$ cat src/rtl/shift_des_pkg.sv
// rtl/shift_des_pkg.sv - shared states and constants for shift_deserializer
package shift_des_pkg;

  localparam int DEFAULT_WIDTH = 8;

  localparam logic MSB_FIRST = 1'b0;
  localparam logic LSB_FIRST = 1'b1;

  typedef enum logic [1:0] {
    HUNT = 2'd0,
    DATA = 2'd1,
    PAR  = 2'd2
  } state_t;

endpackage

$ cat src/rtl/shift_des_hold.sv
// rtl/shift_des_hold.sv - one-word holding register with valid/ack handshake and sticky overrun
module shift_des_hold
  import shift_des_pkg::*;
#(
  parameter int WIDTH = DEFAULT_WIDTH
) (
  input  logic             i_clk,
  input  logic             i_rst,
  input  logic             i_load,
  input  logic [WIDTH-1:0] i_word,
  input  logic             i_perr,
  input  logic             i_ack,
  output logic [WIDTH-1:0] o_y,
  output logic             o_yv,
  output logic             o_ovf,
  output logic             o_perr
);

  logic [WIDTH-1:0] r_y;
  logic             r_yv;
  logic             r_ovf;
  logic             r_perr;

  always_ff @(posedge i_clk) begin
    if (i_rst) begin
      r_y    <= '0;
      r_yv   <= 1'b0;
      r_ovf  <= 1'b0;
      r_perr <= 1'b0;
    end else if (i_load) begin
      // An ack in the completion cycle frees the slot, so the new word replaces the old one
      if (!r_yv || i_ack) begin
        r_y    <= i_word;
        r_yv   <= 1'b1;
        r_perr <= i_perr;
      end else begin
        r_ovf <= 1'b1;
      end
    end else if (i_ack && r_yv) begin
      r_yv <= 1'b0;
    end
  end

  assign o_y    = r_y;
  assign o_yv   = r_yv;
  assign o_ovf  = r_ovf;
  assign o_perr = r_perr;

endmodule

$ cat src/rtl/shift_deserializer.sv
// rtl/shift_deserializer.sv - serial-to-parallel receiver, MSB- or LSB-first per frame
// Optional even parity bit per frame when SHIFT_DES_PARITY_EN is defined.
module shift_deserializer
  import shift_des_pkg::*;
#(
  parameter int WIDTH = DEFAULT_WIDTH
) (
  input  logic             CLK,
  input  logic             RST,
  input  logic             D,
  input  logic             DV,
  input  logic             SYNC,
  input  logic             LR,
  input  logic             ACK,
  output logic [WIDTH-1:0] Y,
  output logic             YV,
  output logic             OVF,
  output logic             PERR
);

  localparam int             CW       = $clog2(WIDTH + 1);
  localparam logic [CW-1:0]  LAST_BIT = CW'(WIDTH - 1);

  state_t           r_state;
  state_t           w_state_nxt;
  logic [CW-1:0]    r_cnt;
  logic [WIDTH-1:0] r_shift;
  logic             r_lr;
  logic [WIDTH-1:0] w_shifted;
  logic [WIDTH-1:0] w_word;
  logic             w_perr;
  logic             w_start;
  logic             w_done;

  assign w_start   = DV & SYNC;
  assign w_shifted = (r_lr == LSB_FIRST) ? {D, r_shift[WIDTH-1:1]}
                                         : {r_shift[WIDTH-2:0], D};

`ifdef SHIFT_DES_PARITY_EN
  // Word is already complete when the parity bit arrives
  assign w_word = r_shift;
  assign w_perr = ^{r_shift, D};
`else
  assign w_word = w_shifted;
  assign w_perr = 1'b0;
`endif

  always_ff @(posedge CLK) begin
    if (RST) r_state <= HUNT;
    else     r_state <= w_state_nxt;
  end

  always_comb begin
    w_state_nxt = r_state;
    w_done      = 1'b0;
    case (r_state)
      HUNT: if (w_start) w_state_nxt = DATA;
      DATA: begin
        if (w_start) begin
          w_state_nxt = DATA;
        end else if (DV && (r_cnt == LAST_BIT)) begin
`ifdef SHIFT_DES_PARITY_EN
          w_state_nxt = PAR;
`else
          w_state_nxt = HUNT;
          w_done      = 1'b1;
`endif
        end
      end
      PAR: begin
        if (w_start) begin
          w_state_nxt = DATA;
        end else if (DV) begin
          w_state_nxt = HUNT;
          w_done      = 1'b1;
        end
      end
      default: w_state_nxt = HUNT;
    endcase
  end

  always_ff @(posedge CLK) begin
    if (RST) begin
      r_cnt   <= '0;
      r_shift <= '0;
      r_lr    <= MSB_FIRST;
    end else if (w_start) begin
      r_lr    <= LR;
      r_cnt   <= CW'(1);
      r_shift <= (LR == LSB_FIRST) ? {D, {(WIDTH-1){1'b0}}} : {{(WIDTH-1){1'b0}}, D};
    end else if (DV && (r_state == DATA)) begin
      r_shift <= w_shifted;
      r_cnt   <= r_cnt + CW'(1);
    end
  end

  shift_des_hold #(.WIDTH(WIDTH)) u_hold (
    .i_clk  (CLK),
    .i_rst  (RST),
    .i_load (w_done),
    .i_word (w_word),
    .i_perr (w_perr),
    .i_ack  (ACK),
    .o_y    (Y),
    .o_yv   (YV),
    .o_ovf  (OVF),
    .o_perr (PERR)
  );

endmodule

$ cat config.mk
export PLATFORM = sky130hd
export DESIGN_NAME = shift_deserializer
export DESIGN_NICKNAME = d
export VERILOG_FILES = /design/src/rtl/shift_des_pkg.sv /design/src/rtl/shift_des_hold.sv /design/src/rtl/shift_deserializer.sv
export SDC_FILE = /design/constraint.sdc
export NUM_CORES = 1
export LEC_CHECK = 0
export ABC_AREA = 1
export CAP_MARGIN = 30
export CORE_MARGIN = 1
export CORE_UTILIZATION = 59
export CTS_BUF_LIST = sky130_fd_sc_hd__clkbuf_4
export CTS_CLUSTER_DIAMETER = 40
export DETAILED_ROUTE_END_ITERATION = 8
export PLACE_DENSITY = 0.9
export RECOVER_POWER = 25
export SYNTH_ARGS = -nofsm -noshare
export SYNTH_HDL_FRONTEND = slang
export SYNTH_SLANG_ARGS = --single-unit
$ cat constraint.sdc
create_clock -name CLK -period 2.6 [get_ports CLK]
set_clock_uncertainty 0.05 [all_clocks]
set_input_delay 0.26 -clock CLK [delete_from_list [all_inputs] [get_ports CLK]]
set_output_delay 0.26 -clock CLK [all_outputs]
set_load 0.01 [all_outputs]
### Word level (Yosys, flattened, before mapping)

Cells that the tools add are included.
W data, S select, Z words.

* input port bits: 7
* logic and storage cells: 51
* memories kept: 0
* output and inout bits: 11
* RAM bits: 0
* latch bits: 0
* memory bits (read-only): 0
* bits in registers: 25

* div/mod/pow operators: 0
* add/subtract/negate cells: 1
* bitwise logic cells: 2
* $mul: 0
* equality and inequality tests: 7
* shift operators: 0
* muxes and demuxes: 20
* reduce and logical (&&, ||, !) cells: 13
* order comparisons: 0

Operators with widths (number)
* $mux W8: 4
* $mux W2: 5
* $mux W1: 9
* $ne A3 B3 Y1 const B: 2
* $pmux W2 S3: 1
* $reduce_and A2 Y1: 3
* $add A4 B1 Y4 const B: 1
* $eq A4 B3 Y1 const B: 1
* $ne A2 B2 Y1 const B: 2
* $reduce_bool A2 Y1: 2
* $logic_and A1 B1 Y1: 3
* $reduce_and A3 Y1: 1
* $eq A2 B1 Y1 const B: 1
* $eq A2 B2 Y1 const B: 1
* $logic_not A2 Y1: 1
* $pmux W1 S2: 1
* $reduce_or A2 Y1: 1
* $and A1 B1 Y1: 1
* $logic_not A1 Y1: 1
* $logic_or A1 B1 Y1: 1
* $not A1 Y1: 1

### Depth between registers and ports, before layout

* depth in word-level cells: 7
* depth in mapped cells: 7

### By module

From an unflattened synthesis, not the netlist that was laid out.

* cell total of the unflattened synthesis: 178
* area, all modules: 1297.5 um2

Modules (own cells, without submodules)
* shift_deserializer: cells each 111, instances 1, area an instance 783.3 um2, seq. area each 280.3 um2
* shift_des_hold: cells each 67, instances 1, area an instance 514.2 um2, seq. area each 220.2 um2

### Least setup slack after synthesis

OpenSTA, ideal clock, no wires.

* kind: reg2reg
* from: reg r_cnt[0]
* to: reg u_hold.r_y[0] (netlist: u_hold.o_y[0])
* slack: 1.411 ns
* buffers on the path: 1
* cell stages (with the launch flop): 8
* setup time: 0.110 ns
* data arrival time: 1.029 ns
* clock period less this slack: 1.189 ns
* cell sequence: dfxtp_1 -> ha_1 -> inv_1 -> nor2_2 -> buf_4 -> nand4_1 -> nand2_1 -> nor2_1

* word-level cells in the longest chain between the ends: 6

RTL lines
* start: declaration: RTL line shift_deserializer.sv:26 `logic [CW-1:0] r_cnt;`
* start signal: assignment: RTL line shift_deserializer.sv:93 `r_cnt <= r_cnt + CW'(1);`
* $eq A4 B3 Y1: RTL line shift_deserializer.sv:61 `end else if (DV && (r_cnt == LAST_BIT)) begin`
* $logic_and A1 B1 Y1: RTL line shift_deserializer.sv:61
* $mux W1: RTL line shift_deserializer.sv:61
* $mux W1: RTL line shift_deserializer.sv:59 `if (w_start) begin`
* $pmux W1 S2: RTL line shift_deserializer.sv:56 `case (r_state)`
* $reduce_and A2 Y1 (no line)
* end signal: assignment: RTL line shift_des_hold.sv:33 `r_y <= i_word;`
* end: declaration: RTL line shift_des_hold.sv:19 `logic [WIDTH-1:0] r_y;`

Every way passes these cells.
A chain may end at the register's enable or synchronous reset.

### Final worst setup path

* from: in DV
* to: reg u_hold.r_y[0] (netlist: u_hold.o_y[0])

* word-level cells in the longest chain between the ends: 5
* elaborated cells on any way between the ends: 8
* those cells by class: 5 x mux; 1 x bitwise; 2 x reduce/logical

RTL lines
* start: declaration: RTL line shift_deserializer.sv:11 `input logic DV,`
* $logic_and A1 B1 Y1: RTL line shift_deserializer.sv:61
* $mux W1: RTL line shift_deserializer.sv:61
* $mux W1: RTL line shift_deserializer.sv:59
* $pmux W1 S2 *: RTL line shift_deserializer.sv:56
* $reduce_and A2 Y1 (no line) *

Every way passes the cells marked *; elsewhere a longest branch is shown, timed or not.

==> metrics.log <==
INFO  metric netlist_instances = 181
INFO  metric holdCritPathClass = reg2reg
INFO  metric crit_family = simple AND/OR/NAND/NOR gates
INFO  metric totalWireLength = 2396 um
INFO  metric drt-wirelength-per-cell = 10.94 um
INFO  metric drt_iter0_drc = 22
INFO  metric final.min_clock_period = 1.753 ns
INFO  metric cts_tree = yes
INFO  metric cts_setup_buffers = 0
INFO  metric diodes = 0
INFO  metric area_growth_syn_to_layout = 14.50%
INFO  metric slew_headroom = 63.01%
INFO  metric design.die.area = 2187 um2
INFO  metric layout.filler_cells = 156
INFO  metric vias = 1117
INFO  metric crit_buf_inv = 3
INFO  metric worst_hold_slack = 0.4157 ns
INFO  metric power.share.sequential = 62.5%
INFO  metric timing.critical_path.cells = dlygate4sd3_1, nand2_1, inv_1, nor2_2, nand3_2, nand2_1, inv_1, nor2_1
INFO  metric wire_length_of_the_first_global_routing_pass = 4029 um
INFO  metric global_route.overflow_total = 0
INFO  metric vdd.ir_drop.worst = 0.3851 mV
INFO  metric number_of_buffers_inserted_during_clock_tree_synthesis = 3
INFO  metric report.final.setup_viol = 0
INFO  metric post_synth_instance_area = 1182 um2
INFO  metric path_max_fanout = 11
INFO  metric crit_slowest_cell = sky130_fd_sc_hd__dlygate4sd3_1
INFO  metric via_per_inst = 5.100
INFO  metric synthesized_flop_and_latch_total = 24
INFO  metric clk_path_buf_depth = 2
INFO  metric proportion_of_layout_cells_with_a_drive_suffix_above_1 = 3.608%
INFO  metric gp_congestion = 0.7813
INFO  metric drtPass1Iterations = 4
INFO  metric cts.htree.levels = 1
INFO  metric average_size_of_a_mapped_cell = 6.533 um2
INFO  metric cts.clk_slew.worst_paths = 0.13 ns
INFO  metric detailedPlace.worstSlack = 0.6374 ns
INFO  metric sequential_cell_area_fraction_in_the_yosys_report = 40.63%
INFO  metric worst-slew-pin-transition = 0.5528 ns
INFO  metric power.leakage = 0.5680 nW
INFO  metric number_of_violations_of_the_max_capacitance_limit = 0
INFO  metric cell_area_power_density = 449.4 nW/um2
INFO  metric synth.yosys.warnings = 0
INFO  metric net-switching-power = 157.1 uW
INFO  metric die-width = 46.77 um
INFO  metric hpwl = 1809 um
INFO  metric boundaryPins = 18
INFO  metric crit_path_launch_type = input port
INFO  metric synth.area.top_cells = sky130_fd_sc_hd__dfxtp_1 41%, sky130_fd_sc_hd__nand2_1 17%, sky130_fd_sc_hd__inv_1 10%, sky130_fd_sc_hd__nand3_1 4.7%, sky130_fd_sc_hd__nor2_1 4.4%
INFO  metric initial_core_util = 65.63%
INFO  metric share_clk_of_total_power = 28.1%
INFO  metric drt_drc_violations_left = 0
INFO  metric placement.io_buffers = 16
INFO  metric combinationalPowerShare = 9.4%
INFO  metric worst_path_arrival = 1.97 ns
INFO  metric finalWorstSetupSlack = 0.8467 ns
INFO  metric grt_max_degree = 14
INFO  metric p_sw_share = 25.83%
INFO  metric clock_insertion_delay_worst_skew = 0.33 ns
INFO  metric route.antenna.remaining_nets = 0
INFO  metric clock-root-buffer = sky130_fd_sc_hd__clkbuf_4
INFO  metric placeableCoreArea = 1802 um2
INFO  metric die_y = 46.77 um
INFO  metric power.internal = 451.2 uW
INFO  metric outcome = completed
INFO  metric synthesis.nets = 189
INFO  metric synth_cell_types = 25
INFO  metric biggest_area_consumer_among_synthesized_cells = sky130_fd_sc_hd__dfxtp_1
INFO  metric track_usage = 26.12%
INFO  metric nNetsFinal = 203
INFO  metric finalHoldViolations = 0
INFO  metric crit_required = 2.82 ns
INFO  metric rsz0062_at_grt = no
INFO  metric cp_slowest_stage_delay = 0.59 ns
INFO  metric finalMaxSlewViolations = 0
INFO  metric synth_top_area_share = 40.63%
INFO  metric cts.sink_count = 24
INFO  metric critical_path.endpoint_type = flop
INFO  metric post_cts_resized = 0
INFO  metric grt_pass1_vias = 1018
INFO  metric cts_hold_repair.buffers = 0
INFO  metric crit_path_kind = in2reg
INFO  metric grt_antenna_before_repair = 0
INFO  metric achievable-frequency = 570.4 MHz
INFO  metric layout_worst_path_cycle_share = 67.43%
INFO  metric rows = 15
INFO  metric summed_negative_setup_slack_over_all_endpoints = 0 ns
[cells in the mapped netlist]
library cell / count
sky130_fd_sc_hd__o22ai_1: 1
sky130_fd_sc_hd__inv_2: 1
sky130_fd_sc_hd__nand3b_1: 1
sky130_fd_sc_hd__inv_1: 33
sky130_fd_sc_hd__nand4_1: 8
sky130_fd_sc_hd__buf_1: 1
sky130_fd_sc_hd__nor2_2: 3
sky130_fd_sc_hd__or2_2: 1
sky130_fd_sc_hd__o21ai_0: 2
sky130_fd_sc_hd__a31oi_1: 1
sky130_fd_sc_hd__nor3_1: 2
sky130_fd_sc_hd__nor2_1: 14
sky130_fd_sc_hd__nand3_1: 11
sky130_fd_sc_hd__ha_1: 1
sky130_fd_sc_hd__nand3_2: 1
sky130_fd_sc_hd__nand2_1: 55
sky130_fd_sc_hd__buf_4: 4
sky130_fd_sc_hd__dfxtp_1: 24
sky130_fd_sc_hd__a211oi_1: 1
sky130_fd_sc_hd__clkinv_1: 1
sky130_fd_sc_hd__clkbuf_1: 2
sky130_fd_sc_hd__nand2_2: 1
sky130_fd_sc_hd__conb_1: 1
sky130_fd_sc_hd__o211ai_1: 2
sky130_fd_sc_hd__a21oi_1: 9
[final timing paths]
| kind | slack, ns | cells after the start | start | to |
|---|---|---|---|---|
| setup / recovery | 0.85 | 8 | DV | u_hold.o_y[0] |
| hold / removal | 0.42 | 2 | u_hold.o_ovf | u_hold.o_ovf |
| setup reg to reg | 0.94 | 7 | r_cnt[0] | u_hold.o_y[0] |
| hold reg to reg | 0.42 | 2 | u_hold.o_ovf | u_hold.o_ovf |
[per-stage QoR]
| stage | cells | power (mW) | instance area (um2) | util, % |
|---|---|---|---|---|
| 3_5_place_dp | 215 | 0.4457 | 1333 | 73.96 |
| 2_1_floorplan | 181 | 0.4269 | 1182 | - |
| 4_1_cts | 219 | 0.6108 | 1359 | 75.42 |
| 5_1_grt | 219 | 0.6303 | 1354 | 75.14 |
| 6_report | 219 | 0.6083 | 1354 | 75.14 |
| 3_3_place_gp | 215 | 0.4439 | 1333 | 73.96 |
[flip-flops by register name, indices dropped and copies added, names as in the netlist]
signal,count
r_cnt,4
r_shift,8
r_lr,1
r_state,1
u_hold.o_y,8
u_hold.o_ovf,1
u_hold.o_yv,1
[layout make-up]
type | instances | area [um2] | share of cell area (%)
Inverter | 35 | 131.4 | 9.704
Timing Repair Buffer | 16 | 160.2 | 11.83
Clock inverter | 1 | 3.754 | 0.2773
Clock buffer | 3 | 22.52 | 1.664
Sequential cell | 24 | 480.5 | 35.49
Multi-Input combinational cell | 115 | 524.3 | 38.72
Tap cell | 25 | 31.28 | 2.311
[cells in the final DEF, fill, tap and decap left out, types with 3 or more instances in the layout]
cell type / instances
sky130_fd_sc_hd__a21oi_1: 9
sky130_fd_sc_hd__clkbuf_4: 3
sky130_fd_sc_hd__clkdlybuf4s50_1: 14
sky130_fd_sc_hd__dfxtp_1: 24
sky130_fd_sc_hd__inv_1: 34
sky130_fd_sc_hd__nand2_1: 56
sky130_fd_sc_hd__nand3_1: 11
sky130_fd_sc_hd__nand4_1: 8
sky130_fd_sc_hd__nor2_1: 15
[worst min-delay path, cell delays in order (launching register included)]
cell,delay (ns)
sky130_fd_sc_hd__dfxtp_1,0.33
sky130_fd_sc_hd__inv_1,0.05
sky130_fd_sc_hd__a21oi_1,0.05
[kinds of logic (layout without fill, tap and decap cells)]
kind of cell | Yosys count | after routing | synth area share (%)
simple gates | 97 | 97 | 35.77
compound gates | 16 | 16 | 7.619
flops | 24 | 24 | 40.63
other cells | 1 | 1 | 0.3172
buf+inv | 42 | 55 | 14.60
fa+ha+maj | 1 | 1 | 1.058
[power by group through the flow]
stage | clock network [mW] | logic (mW) | registers [mW]
floorplan | 0 | 0.0415 | 0.385
detailed placement | 0 | 0.0576 | 0.388
CTS | 0.173 | 0.0579 | 0.380
global route | 0.184 | 0.0650 | 0.381
finish | 0.171 | 0.0571 | 0.380
global placement | 0 | 0.0562 | 0.388
[per-layer routing]
layer	GRT usage [%]	routed length, um
met4	18.86	84
met1	31.41	1039
met5	0	0
met3	3.846	119
met2	42.50	1152
No activity file was read; power rests on OpenSTA's default activity.
